### config.mk
export PLATFORM = sky130hd
export DESIGN_NAME = mux_n1_skid_flat
export DESIGN_NICKNAME = d
export VERILOG_FILES = /design/src/rtl/mux_n1_skid_pkg.sv /design/src/rtl/mux_n1_skid_if.sv /design/src/rtl/mux_n1_skid_skid_reg_2.sv /design/src/rtl/mux_n1_skid.sv /design/src/flat_wrapper.sv
export SDC_FILE = /design/constraint.sdc
export NUM_CORES = 1
export LEC_CHECK = 0
export ABC_AREA = 1
export BUFFER_PORTS_ARGS = -buffer_cell sky130_fd_sc_hd__buf_4
export CAP_MARGIN = 20
export CORE_ASPECT_RATIO = 1.1
export CORE_MARGIN = 2
export CORE_UTILIZATION = 52
export CTS_CLUSTER_DIAMETER = 60
export CTS_CLUSTER_SIZE = 25
export DETAILED_ROUTE_END_ITERATION = 16
export GPL_TIMING_DRIVEN = 0
export PLACE_DENSITY = 0.88
export RECOVER_POWER = 50
export SYNTH_ARGS = -nofsm -noshare
export SYNTH_HDL_FRONTEND = slang
export SYNTH_SLANG_ARGS = --single-unit
### constraint.sdc
create_clock -name clk -period 5 [get_ports clk]
set_input_delay 1.25 -clock clk [delete_from_list [all_inputs] [get_ports clk]]
set_output_delay 1.25 -clock clk [all_outputs]
set_load 0.005 [all_outputs]
### src/rtl/mux_n1_skid_pkg.sv
// Shared constants, FSM state type and helpers for the N:1 skid-buffered selector.
package mux_n1_skid_pkg;

  // Default datapath word width.
  localparam int DEFAULT_WIDTH = 32;

  // State encoding is literally {main_valid, skid_valid}; 2'b01 is unreachable.
  typedef enum logic [1:0] {
    ST_EMPTY = 2'b00,
    ST_ONE   = 2'b10,
    ST_FULL  = 2'b11
  } skid_state_t;

  // Ceiling log2 with a floor of 1, used to size select buses from N.
  function automatic int clog2(input int value);
    int r;
    r = 1;
    while ((1 << r) < value) r++;
    return r;
  endfunction

endpackage

### src/rtl/mux_n1_skid_if.sv
// Handshake bundle for mux_n1_skid.
// Valid/ready contract: a word moves on a side exactly in the cycles where that
// side's valid and ready are both 1 at the rising clock edge. A producer holding
// valid=1 keeps its payload stable until the transfer happens; ready never
// depends combinationally on the matching valid.
interface mux_n1_skid_if
  import mux_n1_skid_pkg::*;
#(
  parameter int WIDTH = DEFAULT_WIDTH,
  parameter int N     = 4,
  parameter int SEL_W = 2
);
  logic                 in_valid;
  logic                 in_ready;
  logic [SEL_W-1:0]     in_sel;
  logic [N*WIDTH-1:0]   in_data;
  logic                 out_valid;
  logic                 out_ready;
  logic [WIDTH-1:0]     out_data;
  logic                 out_sel_err;

  // Upstream/downstream environment side.
  modport master (
    output in_valid, in_sel, in_data, out_ready,
    input  in_ready, out_valid, out_data, out_sel_err
  );

  // Selector block side.
  modport slave (
    input  in_valid, in_sel, in_data, out_ready,
    output in_ready, out_valid, out_data, out_sel_err
  );
endinterface

### src/rtl/mux_n1_skid_skid_reg_2.sv
// Two-entry skid register (main M drives the output, skid S absorbs one extra
// entry) giving full throughput while keeping in_ready a pure register output.
module skid_reg_2
  import mux_n1_skid_pkg::*;
#(
  parameter int W = DEFAULT_WIDTH + 1
) (
  input  logic        clk,
  input  logic        rst,
  input  logic        flush,
  input  logic        in_valid,
  output logic        in_ready,
  input  logic [W-1:0] in_payload,
  output logic        out_valid,
  input  logic        out_ready,
  output logic [W-1:0] out_payload,
  output skid_state_t state
);

  skid_state_t  state_q, state_d;
  logic [W-1:0] m_data, s_data;
  logic         load_m_in, load_m_skid, load_s;
  logic         in_xfer, out_xfer;

  assign out_valid   = (state_q == ST_ONE) || (state_q == ST_FULL);
  assign in_ready    = (state_q != ST_FULL);
  assign out_payload = m_data;
  assign state       = state_q;
  assign in_xfer     = in_valid & in_ready;
  assign out_xfer    = out_valid & out_ready;

  // State register; reset drops every entry immediately.
  always_ff @(posedge clk or posedge rst) begin
    if (rst) state_q <= ST_EMPTY;
    else     state_q <= state_d;
  end

  // Next state and register load enables; flush empties and freezes the data.
  always_comb begin
    state_d     = state_q;
    load_m_in   = 1'b0;
    load_m_skid = 1'b0;
    load_s      = 1'b0;
    case (state_q)
      ST_EMPTY: begin
        if (in_xfer) begin
          load_m_in = 1'b1;
          state_d   = ST_ONE;
        end
      end
      ST_ONE: begin
        if (in_xfer && out_xfer) begin
          load_m_in = 1'b1;
        end else if (in_xfer) begin
          load_s  = 1'b1;
          state_d = ST_FULL;
        end else if (out_xfer) begin
          state_d = ST_EMPTY;
        end
      end
      ST_FULL: begin
        if (out_xfer) begin
          load_m_skid = 1'b1;
          state_d     = ST_ONE;
        end
      end
      default: state_d = ST_EMPTY;
    endcase
    if (flush) begin
      state_d     = ST_EMPTY;
      load_m_in   = 1'b0;
      load_m_skid = 1'b0;
      load_s      = 1'b0;
    end
  end

  // Payload registers: M takes new input or the skid entry, S takes overflow.
  always_ff @(posedge clk or posedge rst) begin
    if (rst) begin
      m_data <= '0;
      s_data <= '0;
    end else begin
      if (load_m_in)        m_data <= in_payload;
      else if (load_m_skid) m_data <= s_data;
      if (load_s)           s_data <= in_payload;
    end
  end

endmodule

### src/rtl/mux_n1_skid.sv
// N:1 word selector with registered, flow-controlled output. The select and
// out-of-range flag are computed combinationally and stored as one payload.
module mux_n1_skid
  import mux_n1_skid_pkg::*;
#(
  parameter int WIDTH = DEFAULT_WIDTH,
  parameter int N     = 4,
  parameter int SEL_W = 2
) (
  input  logic         clk,
  input  logic         rst,
  input  logic         flush,
  mux_n1_skid_if.slave bus,
  output skid_state_t  dbg_state
);

  if (N < 2 || N > 16) begin : g_bad_n
    $error("mux_n1_skid: N must be within 2..16");
  end
  if ((1 << SEL_W) < N) begin : g_bad_sel_w
    $error("mux_n1_skid: SEL_W too narrow for N");
  end

  logic [WIDTH-1:0] sel_word;
  logic             sel_err;
  logic [WIDTH:0]   out_payload;

  // Word select; any select with no matching word yields zero and the error flag.
  always_comb begin
    sel_word = '0;
    sel_err  = 1'b1;
    for (int k = 0; k < N; k++) begin
      if (bus.in_sel == SEL_W'(k)) begin
        sel_word = bus.in_data[k*WIDTH +: WIDTH];
        sel_err  = 1'b0;
      end
    end
  end

  skid_reg_2 #(.W(WIDTH + 1)) u_skid (
    .clk        (clk),
    .rst        (rst),
    .flush      (flush),
    .in_valid   (bus.in_valid),
    .in_ready   (bus.in_ready),
    .in_payload ({sel_err, sel_word}),
    .out_valid  (bus.out_valid),
    .out_ready  (bus.out_ready),
    .out_payload(out_payload),
    .state      (dbg_state)
  );

  assign bus.out_data    = out_payload[WIDTH-1:0];
  assign bus.out_sel_err = out_payload[WIDTH];

endmodule

### src/flat_wrapper.sv
// flat-port wrapper written by rule: the top's interface ports become plain ports
module mux_n1_skid_flat import mux_n1_skid_pkg::*;
#(
  parameter int WIDTH = DEFAULT_WIDTH,
  parameter int N     = 4,
  parameter int SEL_W = 2
)
  (clk, rst, flush, dbg_state, bus_in_valid, bus_in_sel, bus_in_data, bus_out_ready, bus_in_ready, bus_out_valid, bus_out_data, bus_out_sel_err);
  mux_n1_skid_if #(.WIDTH(WIDTH), .N(N), .SEL_W(SEL_W)) bus_i ();
  input  logic clk;
  input  logic rst;
  input  logic flush;
  output skid_state_t dbg_state;
  input wire logic [$bits(bus_i.in_valid)-1:0] bus_in_valid;
  input wire logic [$bits(bus_i.in_sel)-1:0] bus_in_sel;
  input wire logic [$bits(bus_i.in_data)-1:0] bus_in_data;
  input wire logic [$bits(bus_i.out_ready)-1:0] bus_out_ready;
  output wire logic [$bits(bus_i.in_ready)-1:0] bus_in_ready;
  output wire logic [$bits(bus_i.out_valid)-1:0] bus_out_valid;
  output wire logic [$bits(bus_i.out_data)-1:0] bus_out_data;
  output wire logic [$bits(bus_i.out_sel_err)-1:0] bus_out_sel_err;
  assign bus_i.in_valid = bus_in_valid;
  assign bus_i.in_sel = bus_in_sel;
  assign bus_i.in_data = bus_in_data;
  assign bus_i.out_ready = bus_out_ready;
  assign bus_in_ready = bus_i.in_ready;
  assign bus_out_valid = bus_i.out_valid;
  assign bus_out_data = bus_i.out_data;
  assign bus_out_sel_err = bus_i.out_sel_err;
  mux_n1_skid #(.WIDTH(WIDTH), .N(N), .SEL_W(SEL_W)) u_core (.clk(clk), .rst(rst), .flush(flush), .bus(bus_i), .dbg_state(dbg_state));
endmodule
==> results summary, run 1 <==
The fraction of final layout cells sized beyond drive strength 1 is 0.272. The maximum operating frequency came out at 382 MHz. The post-detailed-placement half-perimeter wirelength is 10200 um.

The filler cell count is 577. The data arrival time of the worst path is 1370 ps. The height of the die is 95.9 um. The number of distinct library cells after synthesis is 22. The final hold violation count came out at 0. The count of nets after finishing is 899. The data required time at the worst endpoint came out at 3750 ps. The internal portion of the total power is 1.53 mW. The placer congestion estimate came out at 0.836.

The number of antenna diodes in the final layout is 0. In this run the static leakage power is 2.96 nW. The mean area per synthesized cell is 6.90 um2.

The area of the core region is 7430 um2. The net load switching power is 0.820 mW. The aggregate negative setup slack is 0 ps. In this run the horizontal extent of the chip is 87.5 um.

The first global-routing pass estimated 21100 um of wire. Along the worst path, the maximum fanout reaches 5. The area of the die is 8390 um2.

The post-detailed-route DRC marker count is 0. Setup repair after global routing left no endpoint under its margin. The worst setup path is launched from a flip-flop. Grouping stages by cell kind, the critical path spends the most delay in flip-flops.

The setup slack of the most critical reg-to-reg path is 2950 ps. Synthesis produced a netlist with a net count of 717. The maximum number of pins on one net before global-route repair is 40.

The cell count after synthesis came out at 578. On the final layout, the worst clock skew is 11.4 ps. The number of vias after detailed routing is 4697. The tree is rooted in a sky130_fd_sc_hd__clkbuf_8. The average via count per standard cell is 5.51.

Port buffering added 170 buffers. The I/O pin count is 172. The number of global-route vias before repair came out at 4557. The worst hold-check path type is reg2reg. The worst slack after detailed placement is 2430 ps. The synthesized area is 3990 um2. The area growth from synthesis to layout is 40.3%.

The number of clock buffers inserted by TritonCTS is 9. The total global routing overflow is 0. The max-slew violation total from the final report came to 0. The largest individual stage delay along the critical path comes from the cell sky130_fd_sc_hd__dfrtp_1. The maximum level of the CTS H-tree came out at 3. The minimum period implied by the final worst setup slack is 2620 ps.

TritonCTS built the clock tree. The measured slew at the worst slew-check pin is 1150 ps. The proportion of power drawn by combinational gates is 0.376. The setup path with the least slack is of type reg2out. The final antenna-violating net count came out at 0.

The count of cells resized by post-cts repair is 0. The number of antenna violations at the first check in global routing came out at 0. The maximum number of buffers from clock root to sink came out at 2. The fraction of power consumed by sequential logic is 0.413. The library cell used most frequently in the layout, excluding fill and tap cells, is sky130_fd_sc_hd__nand2_1. The delay of the slowest critical-path stage is 430 ps. The maximum VDD drop came out at 0.186 mV. The number of synthesized register bits came out at 68. The worst setup path is captured at an output pin.

The library cells used most frequently in the layout, excluding fill and tap cells, are sky130_fd_sc_hd__nand2_1, sky130_fd_sc_hd__buf_4, sky130_fd_sc_hd__nand3_1. The clock network latency to the later pin of the worst-skew pair is 350 ps. During synthesis, Yosys emitted a total of 0 warnings. The number of DRC violations after detailed-routing iteration 0 is 365.

The number of max-capacitance violations reported came out at 0. The share of the Yosys chip area taken by registers is 0.426. The flow ran to the end, and the final reports show no timing, DRC or antenna violations.

Counting both buffers and inverters, the worst setup path holds a total of 3. The switching portion of total power came out at 0.349. The cell that appears most often on the critical path is sky130_fd_sc_hd__inv_1. The final clock period utilization by the worst path is 0.524. The critical path goes through inv_1 -> ha_1 -> inv_1 -> nand2_1 -> buf_4. The number of setup buffers added after CTS is 0. The clock-pin slew of the registers on the worst-case setup and hold paths came out at 80 ps.

Counting every sink on the clock net gives 68. The first-pass iteration count of the detailed router is 5. The number of buffers inserted by hold repair at cts came out at 0.

In this run the power density over the cells is 420 nW/um2. The wire length reported by the detailed router is 13300 um. The worst relative slew slack came out at 0.233. Setup violations remaining at the end of the flow were counted as 0. For this configuration, the core starts out at a cell density of 0.537. The overall global routing resource usage came out at 0.327. Of the total power, the clock network draws 0.211. Row generation in the floorplan step produced 33 rows. The detailed-route wire length per cell came out at 15.6 um. The worst setup slack after layout is 2380 ps.
Yosys cell counts:
master,n,share of area
sky130_fd_sc_hd__a21oi_1,13,0.016
sky130_fd_sc_hd__buf_2,13,0.016
sky130_fd_sc_hd__buf_4,4,0.0075
sky130_fd_sc_hd__buf_6,1,0.0028
sky130_fd_sc_hd__clkbuf_1,18,0.017
sky130_fd_sc_hd__dfrtp_1,68,0.43
sky130_fd_sc_hd__ha_1,4,0.013
sky130_fd_sc_hd__inv_1,26,0.024
sky130_fd_sc_hd__inv_2,2,0.0019
sky130_fd_sc_hd__nand2_1,222,0.21
sky130_fd_sc_hd__nand3_1,90,0.11
sky130_fd_sc_hd__nand3_2,1,0.0025
sky130_fd_sc_hd__nand4_1,12,0.019
sky130_fd_sc_hd__nor2_1,31,0.029
sky130_fd_sc_hd__nor2_2,2,0.0031
sky130_fd_sc_hd__nor2_4,2,0.0056
sky130_fd_sc_hd__o211ai_1,1,0.0019
sky130_fd_sc_hd__o21ai_0,42,0.053
sky130_fd_sc_hd__o21ai_1,5,0.0063
sky130_fd_sc_hd__or2_0,2,0.0031
sky130_fd_sc_hd__or2_1,18,0.028
sky130_fd_sc_hd__or2_2,1,0.0016
registers in the layout, summed over array words and instances, names as in the netlist:
| signal | count |
|---|---|
| u_core.u_skid.out_payload | 33 |
| u_core.u_skid.state | 2 |
| u_core.u_skid.s_data | 33 |
final timing paths:
kind                       cells past startpoint                       endpoint               startpoint
setup / recovery                               5                  bus_out_valid   u_core.u_skid.state[0]
hold / removal                                 2        u_core.u_skid.s_data[2]  u_core.u_skid.s_data[2]
setup reg to reg                               8       u_core.u_skid.s_data[17]   u_core.u_skid.state[0]
hold reg to reg                                2        u_core.u_skid.s_data[2]  u_core.u_skid.s_data[2]
max in group asynchronous                      3   u_core.u_skid.out_payload[2]                      rst
min in group asynchronous                      2  u_core.u_skid.out_payload[16]                      rst
per-stage QoR:
| stage | util | cells | hold slack, ps | power (mW) | area (um2) |
|---|---|---|---|---|---|
| final | 0.753 | 852 | 482 | 2.35 | 5600 |
| after global routing | 0.753 | 852 | 503 | 2.51 | 5600 |
| after CTS | 0.756 | 852 | 483 | 2.36 | 5620 |
| after detailed placement | 0.726 | 836 | 466 | 1.86 | 5400 |
| after global placement | 0.723 | 835 | 462 | 1.82 | 5380 |
| after floorplan | - | 578 | 449 | 1.41 | 3990 |
power by group through the flow:
| stage | sequential (mW) | combinational (mW) | clock, mW |
|---|---|---|---|
| 6_report | 0.970 | 0.884 | 0.497 |
| 5_1_grt | 1.00 | 0.997 | 0.517 |
| 4_1_cts | 0.967 | 0.900 | 0.497 |
| 3_5_place_dp | 0.974 | 0.891 | 0 |
| 3_3_place_gp | 0.959 | 0.860 | 0 |
| 2_1_floorplan | 0.958 | 0.455 | 0 |
worst min-delay path, stage by stage (launching register included):
cell and delay [ps]:
sky130_fd_sc_hd__dfrtp_1 340, sky130_fd_sc_hd__nand2_1 50, sky130_fd_sc_hd__nand2_1 50
cells by family after synthesis:
kind of cell	synth area share
fa+ha+maj	0.0125
buf+inv	0.0699
simple gates	0.414
compound gates	0.0771
flops	0.426
routing by layer:
layer | share of wire | vias up | GRT usage
li1 | - | 2227 | -
met1 | 0.38 | 2205 | 0.382
met2 | 0.51 | 236 | 0.574
met3 | 0.082 | 29 | 0.0755
met4 | 0.026 | 0 | 0.140
met5 | 0 | - | 0
cell type report:
cell class / count / area [um2] / area share
Sequential cell: 68 / 1700 / 0.304
Inverter: 28 / 105 / 0.0188
Multi-Input combinational cell: 446 / 2010 / 0.359
Timing Repair Buffer: 171 / 1280 / 0.228
Buffer: 36 / 174 / 0.0311
Clock inverter: 3 / 42.5 / 0.00760
Tap cell: 87 / 109 / 0.0194
Clock buffer: 13 / 179 / 0.0320
Power figures use the tool's default switching activity.
==> run 2: changes to the inputs <==
--- a/config.mk
+++ b/config.mk
@@ -10,12 +10,12 @@
 export CAP_MARGIN = 20
 export CORE_ASPECT_RATIO = 1.1
 export CORE_MARGIN = 2
-export CORE_UTILIZATION = 52
+export CORE_UTILIZATION = 48
 export CTS_CLUSTER_DIAMETER = 60
 export CTS_CLUSTER_SIZE = 25
 export DETAILED_ROUTE_END_ITERATION = 16
 export GPL_TIMING_DRIVEN = 0
-export PLACE_DENSITY = 0.88
+export PLACE_DENSITY = 0.83
 export RECOVER_POWER = 50
 export SYNTH_ARGS = -nofsm -noshare
 export SYNTH_HDL_FRONTEND = slang
==> constraint.sdc (replaced) <==
create_clock -name clk -period 2.6 [get_ports clk]
set_input_delay 0.65 -clock clk [delete_from_list [all_inputs] [get_ports clk]]
set_output_delay 0.65 -clock clk [all_outputs]
set_load 0.005 [all_outputs]
==> results summary, run 2 (synthesized netlist as in run 1, its figures left out) <==
Result of the run: finished clean (unchanged). The maximum number of buffers from clock root to sink is 2 (unchanged). The I/O pin count is 172 (unchanged). The final antenna-violating net count came to 0 (unchanged).

The number of placement rows is 34 (was 33). The number of DRC violations after detailed-routing iteration 0 came out at 366 (was 365). The maximum fanout along the worst path was 10 (was 5). The wire length reported by the detailed router is 13100 um (was 13300 um). The post-detailed-route DRC marker count is 0 (unchanged). The area of the core region is 8000 um2 (was 7430 um2). The clock network latency to the later pin of the worst-skew pair is 350 ps (about the same). The count of cells resized by post-cts repair is 0 (unchanged). The total global routing overflow came out at 0 (unchanged).

The starting utilization of the core area came out at 0.499 (was 0.537). The maximum VDD drop is 0.417 mV (was 0.186 mV). The CTS tree is done (unchanged).

The fraction of final layout cells sized beyond drive strength 1 came out at 0.276 (was 0.272). The number of standard cells in the layout, taps in and fillers out came out at 873 (was 852). The data arrival time of the worst path came to 2320 ps (was 1370 ps). The final total power came to 4.53 mW (was 2.35 mW). The overall global routing resource usage is 0.292 (was 0.327).

Most frequent cells in the layout: sky130_fd_sc_hd__nand2_1, sky130_fd_sc_hd__buf_4, sky130_fd_sc_hd__nand3_1 (unchanged). The number of antenna violations at the first check in global routing is 0 (unchanged). The first-pass iteration count of the detailed router was 5 (unchanged). The critical register-to-register path startpoint was u_core.u_skid.state[0] (unchanged). The critical path capture point type is a flip-flop (was output pin).

The filler cell count was 653 (was 577). The post-detailed-placement half-perimeter wirelength came out at 9740 um (was 10200 um). The clock-pin slew of the registers on the worst-case setup and hold paths came out at 80 ps (about the same). The final design utilization came out at 0.704 (was 0.753). The maximum number of pins on one net before global-route repair was 41 (was 40). The number of setup buffers added after CTS came out at 0 (unchanged). The number of clock buffers inserted by TritonCTS came out at 9 (unchanged).

The detailed-route wire length per cell came out at 14.9 um (was 15.6 um). The number of buffers inserted by hold repair at cts is 0 (unchanged). The final number of setup-violating endpoints came to 0 (unchanged).

The leakage power figure came out at 2.98 nW (was 2.96 nW). The die width came to 90.9 um (was 87.5 um). The count of nets after finishing is 899 (unchanged).

The final hold violation count came out at 0 (unchanged). The aggregate negative setup slack came out at 0 ps (unchanged). The worst hold-check path type was reg2reg (unchanged). The number of max-capacitance violations reported came out at 0 (unchanged). The placer congestion estimate is 0.878 (was 0.836). The max-slew violation total from the final report came out at 0 (unchanged). The startpoint of the tightest hold check path is u_core.u_skid.s_data[7] (was u_core.u_skid.s_data[2]). For this run, the top clock speed supported by timing is 488 MHz. The wire length of the first global-routing pass came to 21200 um (was 21100 um).

The measured slew at the worst slew-check pin came to 1110 ps (was 1150 ps). The number of vias after detailed routing came out at 4695 (was 4697). The area growth from synthesis to layout came out at 41.2% (was 40.3%). The height of the die came out at 99.6 um (was 95.9 um). The final clock period utilization by the worst path is 0.788. The data required time at the worst endpoint came to 2870 ps (was 3750 ps). The maximum level of the CTS H-tree was 3 (unchanged).

Setup repair after global routing missed its margin: false (unchanged). The total instance count after detailed placement came out at 857 (was 836). The area of the die came out at 9060 um2 (was 8390 um2). The quantity of I/O buffers inserted on ports is 170 (unchanged).

The area taken by flip-flops and latches came to 1700 um2 (unchanged). The launching element of the worst setup path is u_core.u_skid.state[0] (unchanged). The clock root buffer was sky130_fd_sc_hd__clkbuf_8 (unchanged).

The worst slack after detailed placement came out at 532 ps (was 2430 ps). The maximum clock skew at final layout is 8.27 ps (was 11.4 ps). The number of antenna repair diodes is 0 (unchanged).

The worst setup slack after layout was 551 ps (was 2380 ps). The power density over the cells is 804 nW/um2 (was 420 nW/um2). The commonest non-fill, non-tap cell in the layout is sky130_fd_sc_hd__nand2_1 (unchanged).

The area used by multi-input combinational logic is 2010 um2 (unchanged). The critical path startpoint category was a flip-flop (unchanged). The worst relative slew slack is 0.258 (was 0.233). The path type of the worst setup path was reg2reg (was reg2out). The clock period could shrink to 2050 ps.

The average via count per standard cell came out at 5.38 (was 5.51). The number of global-route vias before repair came to 4604 (was 4557). The number of sinks handled by clock tree synthesis is 68 (unchanged).
-- run 2: cell count changes in the layout (fill, tap and decap cells not counted), sizes merged --
cell / previous run / this run
clkinv: 1 / 3
clkinvlp: 1 / 0
clkbuf: 49 / 48
buf: 171 / 170
bufinv: 1 / 2
-- run 2: final timing paths --
check	cells past startpoint	end	slack (ps)
setup / recovery	8	u_core.u_skid.s_data[14]	550
hold / removal	2	u_core.u_skid.s_data[7]	480
setup reg to reg	8	u_core.u_skid.s_data[14]	550
hold reg to reg	2	u_core.u_skid.s_data[7]	480
max in group asynchronous	3	u_core.u_skid.s_data[10]	1240
min in group asynchronous	2	u_core.u_skid.out_payload[17]	580
-- run 2: report_power, final --
part | leakage (nW) | switching [mW] | internal [mW] | total (mW)
combinational | 2.04 | 0.851 | 0.842 | 1.69
clock | 0.113 | 0.398 | 0.562 | 0.959
sequential | 0.832 | 0.306 | 1.57 | 1.88
-- run 2: metal layers --
layer  track usage  vias to the layer above  routed length [um]
met5             0                        -                   0
met4         0.119                        0                 266
met2         0.504                      233                6650
li1              -                     2225                   -
met3        0.0674                       30                1170
met1         0.355                     2207                4970
-- run 2: per-stage QoR --
stage	cell area (um2)	hold slack [ps]
3_5_place_dp	5420	465
2_1_floorplan	3990	449
4_1_cts	5640	394
6_report	5630	482
5_1_grt	5630	503
3_3_place_gp	5400	462
-- run 2: cell type report --
cell class,count,area share
buffer,36,0.0309
clock buffer,11,0.0251
clock inverter,5,0.0133
inverter,28,0.0187
multi-input combinational,446,0.357
sequential,68,0.302
tap,108,0.0240
timing repair buffer,171,0.229
-- run 2: critical path, stage by stage (launching register included) --
cell and delay [ps]:
sky130_fd_sc_hd__dfrtp_1 430, sky130_fd_sc_hd__inv_1 90, sky130_fd_sc_hd__ha_1 230, sky130_fd_sc_hd__inv_1 80
sky130_fd_sc_hd__nor2_1 50, sky130_fd_sc_hd__nand3_1 360, sky130_fd_sc_hd__clkbuf_1 460, sky130_fd_sc_hd__nand2_1 140
sky130_fd_sc_hd__o21ai_1 120
==> run 3: changes to the inputs <==
==> constraint.sdc (replaced) <==
create_clock -name clk -period 2 [get_ports clk]
set_input_delay 0.5 -clock clk [delete_from_list [all_inputs] [get_ports clk]]
set_output_delay 0.5 -clock clk [all_outputs]
set_load 0.005 [all_outputs]
==> results summary, run 3 (synthesized netlist as in run 1, its figures left out) <==
Result of the run: finished clean (unchanged). Most frequent cells in the layout: sky130_fd_sc_hd__nand2_1, sky130_fd_sc_hd__buf_4, sky130_fd_sc_hd__nand3_1 (unchanged). The maximum operating frequency came out at 542 MHz (was 488 MHz).

The maximum VDD drop is 0.669 mV (was 0.417 mV). The final total power is 5.70 mW (was 4.53 mW). The maximum number of buffers from clock root to sink came out at 2 (unchanged).

The worst relative slew slack is 0.458 (was 0.258). The maximum level of the CTS H-tree is 3 (unchanged). The worst slack after detailed placement is 31.7 ps (was 532 ps). The depth of the most critical reg-to-reg path came out at 8 (unchanged).

The die width came out at 90.9 um (unchanged). The area of the die is 9060 um2 (unchanged). The critical register-to-register path startpoint is u_core.u_skid.state[0] (unchanged). The number of DRC violations after detailed-routing iteration 0 came out at 268 (was 366). The height of the die is 99.6 um (unchanged).

The minimum period implied by the final worst setup slack was 1840 ps (was 2050 ps). The met2 track demand over resource came out at 0.477 (was 0.504). The number of antenna violations at the first check in global routing came to 0 (unchanged). The path type of the worst setup path was reg2reg (unchanged). The leakage power figure was 2.95 nW (was 2.98 nW). The I/O pin count is 172 (unchanged). The count of nets after finishing came out at 899 (unchanged). The area of the core region came out at 8000 um2 (unchanged).

The detailed-route wire length per cell is 14.6 um (was 14.9 um). The first-pass iteration count of the detailed router came out at 5 (unchanged). The critical path startpoint category is a flip-flop (unchanged). The number of standard cells in the layout, taps in and fillers out is 873 (unchanged). The overall global routing resource usage came out at 0.287 (was 0.292). The met3 usage in global routing came to 0.0545 (was 0.0674). The final hold violation count was 0 (unchanged).

The wire length reported by the detailed router came out at 12700 um (was 13100 um). The number of sinks handled by clock tree synthesis came out at 68 (unchanged). The total instance count after detailed placement is 857 (unchanged). The area of all placed cells without fillers was 5590 um2 (was 5630 um2). The placer congestion estimate came to 0.864 (was 0.878). The maximum number of pins on one net before global-route repair was 39 (was 41). The fraction of final layout cells sized beyond drive strength 1 was 0.277 (was 0.276). The capturing point of the worst reg2reg path is u_core.u_skid.out_payload[11] (was u_core.u_skid.s_data[14]). The cell area after placement is 5430 um2 (was 5420 um2).

The clock root buffer is sky130_fd_sc_hd__clkbuf_8 (unchanged). The commonest non-fill, non-tap cell in the layout is sky130_fd_sc_hd__nand2_1 (unchanged). The quantity of I/O buffers inserted on ports came to 170 (unchanged). The setup slack of the most critical reg-to-reg path is 160 ps (was 550 ps).

The number of global-route vias before repair came out at 4591 (was 4604). The wire length of the first global-routing pass came out at 21100 um (was 21200 um). The maximum fanout along the worst path came out at 10 (unchanged). The clock-pin slew of the registers on the worst-case setup and hold paths is 70 ps (was 80 ps). The peak-usage layer in the global routing report was met2 (unchanged). The average via count per standard cell came to 5.29 (was 5.38). The measured slew at the worst slew-check pin came out at 811 ps (was 1110 ps). The number of clock buffers inserted by TritonCTS came to 9 (unchanged). The data required time at the worst endpoint is 2230 ps (was 2870 ps). The starting utilization of the core area is 0.499 (unchanged). The number of antenna repair diodes is 0 (unchanged). The post-detailed-route DRC marker count came out at 0 (unchanged). The final clock period utilization by the worst path came out at 0.922 (was 0.788). The number of vias after detailed routing came out at 4621 (was 4695).

The max-slew violation total from the final report is 0 (unchanged). The worst setup slack after layout came out at 156 ps (was 551 ps). The total global routing overflow came to 0 (unchanged). The data arrival time of the worst path is 2070 ps (was 2320 ps). The area growth from synthesis to layout is 40.0% (was 41.2%). The final antenna-violating net count is 0 (unchanged). The met1 routing resource usage after global routing is 0.369 (was 0.355). The power density over the cells came out at 1020 nW/um2 (was 804 nW/um2).

The maximum clock skew at final layout was 8.98 ps (was 8.27 ps). The worst hold-check path type is in2async (was reg2reg). The launching element of the worst setup path is u_core.u_skid.state[0] (unchanged). The final number of setup-violating endpoints is 0 (unchanged).

The clock network latency to the later pin of the worst-skew pair came out at 340 ps (was 350 ps). The post-detailed-placement half-perimeter wirelength came out at 9660 um (was 9740 um). The number of placement rows came out at 34 (unchanged). The CTS tree is done (unchanged).

The minimum hold slack came out at 298 ps (was 482 ps). The number of max-capacitance violations reported came out at 0 (unchanged). The critical path capture point type is a flip-flop (unchanged).
==> run 3: cell type report <==
type	count	area (um2)
Tap cell	108	135
Clock inverter	5	52.6
Buffer	36	179
Fill cell	693	2410
Multi-Input combinational cell	446	2010
Clock buffer	11	131
Timing Repair Buffer	171	1260
Inverter	28	109
Sequential cell	68	1700
==> run 3: where the power goes <==
part,switching [mW],leakage (nW),internal [mW]
Clock,0.514,0.0931,0.571
Sequential,0.382,0.832,2.04
Combinational,1.12,2.02,1.08
==> run 3: worst max path at each step <==
stage / slack, ps / end / cells past startpoint
6_report: 160 / u_core.u_skid.out_payload[11] / 8
4_1_cts: 10 / u_core.u_skid.s_data[3] / 8
5_1_grt: -5 / u_core.u_skid.s_data[7] / 9
3_3_place_gp: 100 / u_core.u_skid.s_data[3] / 8
2_1_floorplan: 460 / u_core.u_skid.out_payload[19] / 9
3_5_place_dp: 30 / u_core.u_skid.s_data[3] / 8
==> run 3: stage by stage <==
step | setup TNS [ps] | util
3_3_place_gp | 0 | 0.676
6_report | 0 | 0.698
2_1_floorplan | 0 | -
5_1_grt | -4.72 | 0.698
3_5_place_dp | 0 | 0.678
4_1_cts | 0 | 0.701
==> run 3: what timing repair did <==
| item | in CTS | in global routing |
|---|---|---|
| setup buffers | 0 | 0 |
| gates resized for setup | 0 | 9 |
| hold buffers | 0 | 0 |
| endpoints found under the setup margin | 0 | 52 |
==> run 3: metal layers <==
| metal | wire length [um] | vias to the layer above |
|---|---|---|
| met5 | 0 | - |
| li1 | - | 2231 |
| met3 | 921 | 37 |
| met1 | 5170 | 2149 |
| met4 | 395 | 0 |
| met2 | 6260 | 204 |
==> run 3: worst max-delay path, cell delays in order (launching register included) <==
cell                      delay, ps
sky130_fd_sc_hd__dfrtp_1        430
sky130_fd_sc_hd__ha_1           260
sky130_fd_sc_hd__nor2_2         200
sky130_fd_sc_hd__nand3_2        250
sky130_fd_sc_hd__inv_2          130
sky130_fd_sc_hd__buf_2          230
sky130_fd_sc_hd__nand2_1         80
sky130_fd_sc_hd__nand2_1         80
sky130_fd_sc_hd__nand2_1         50
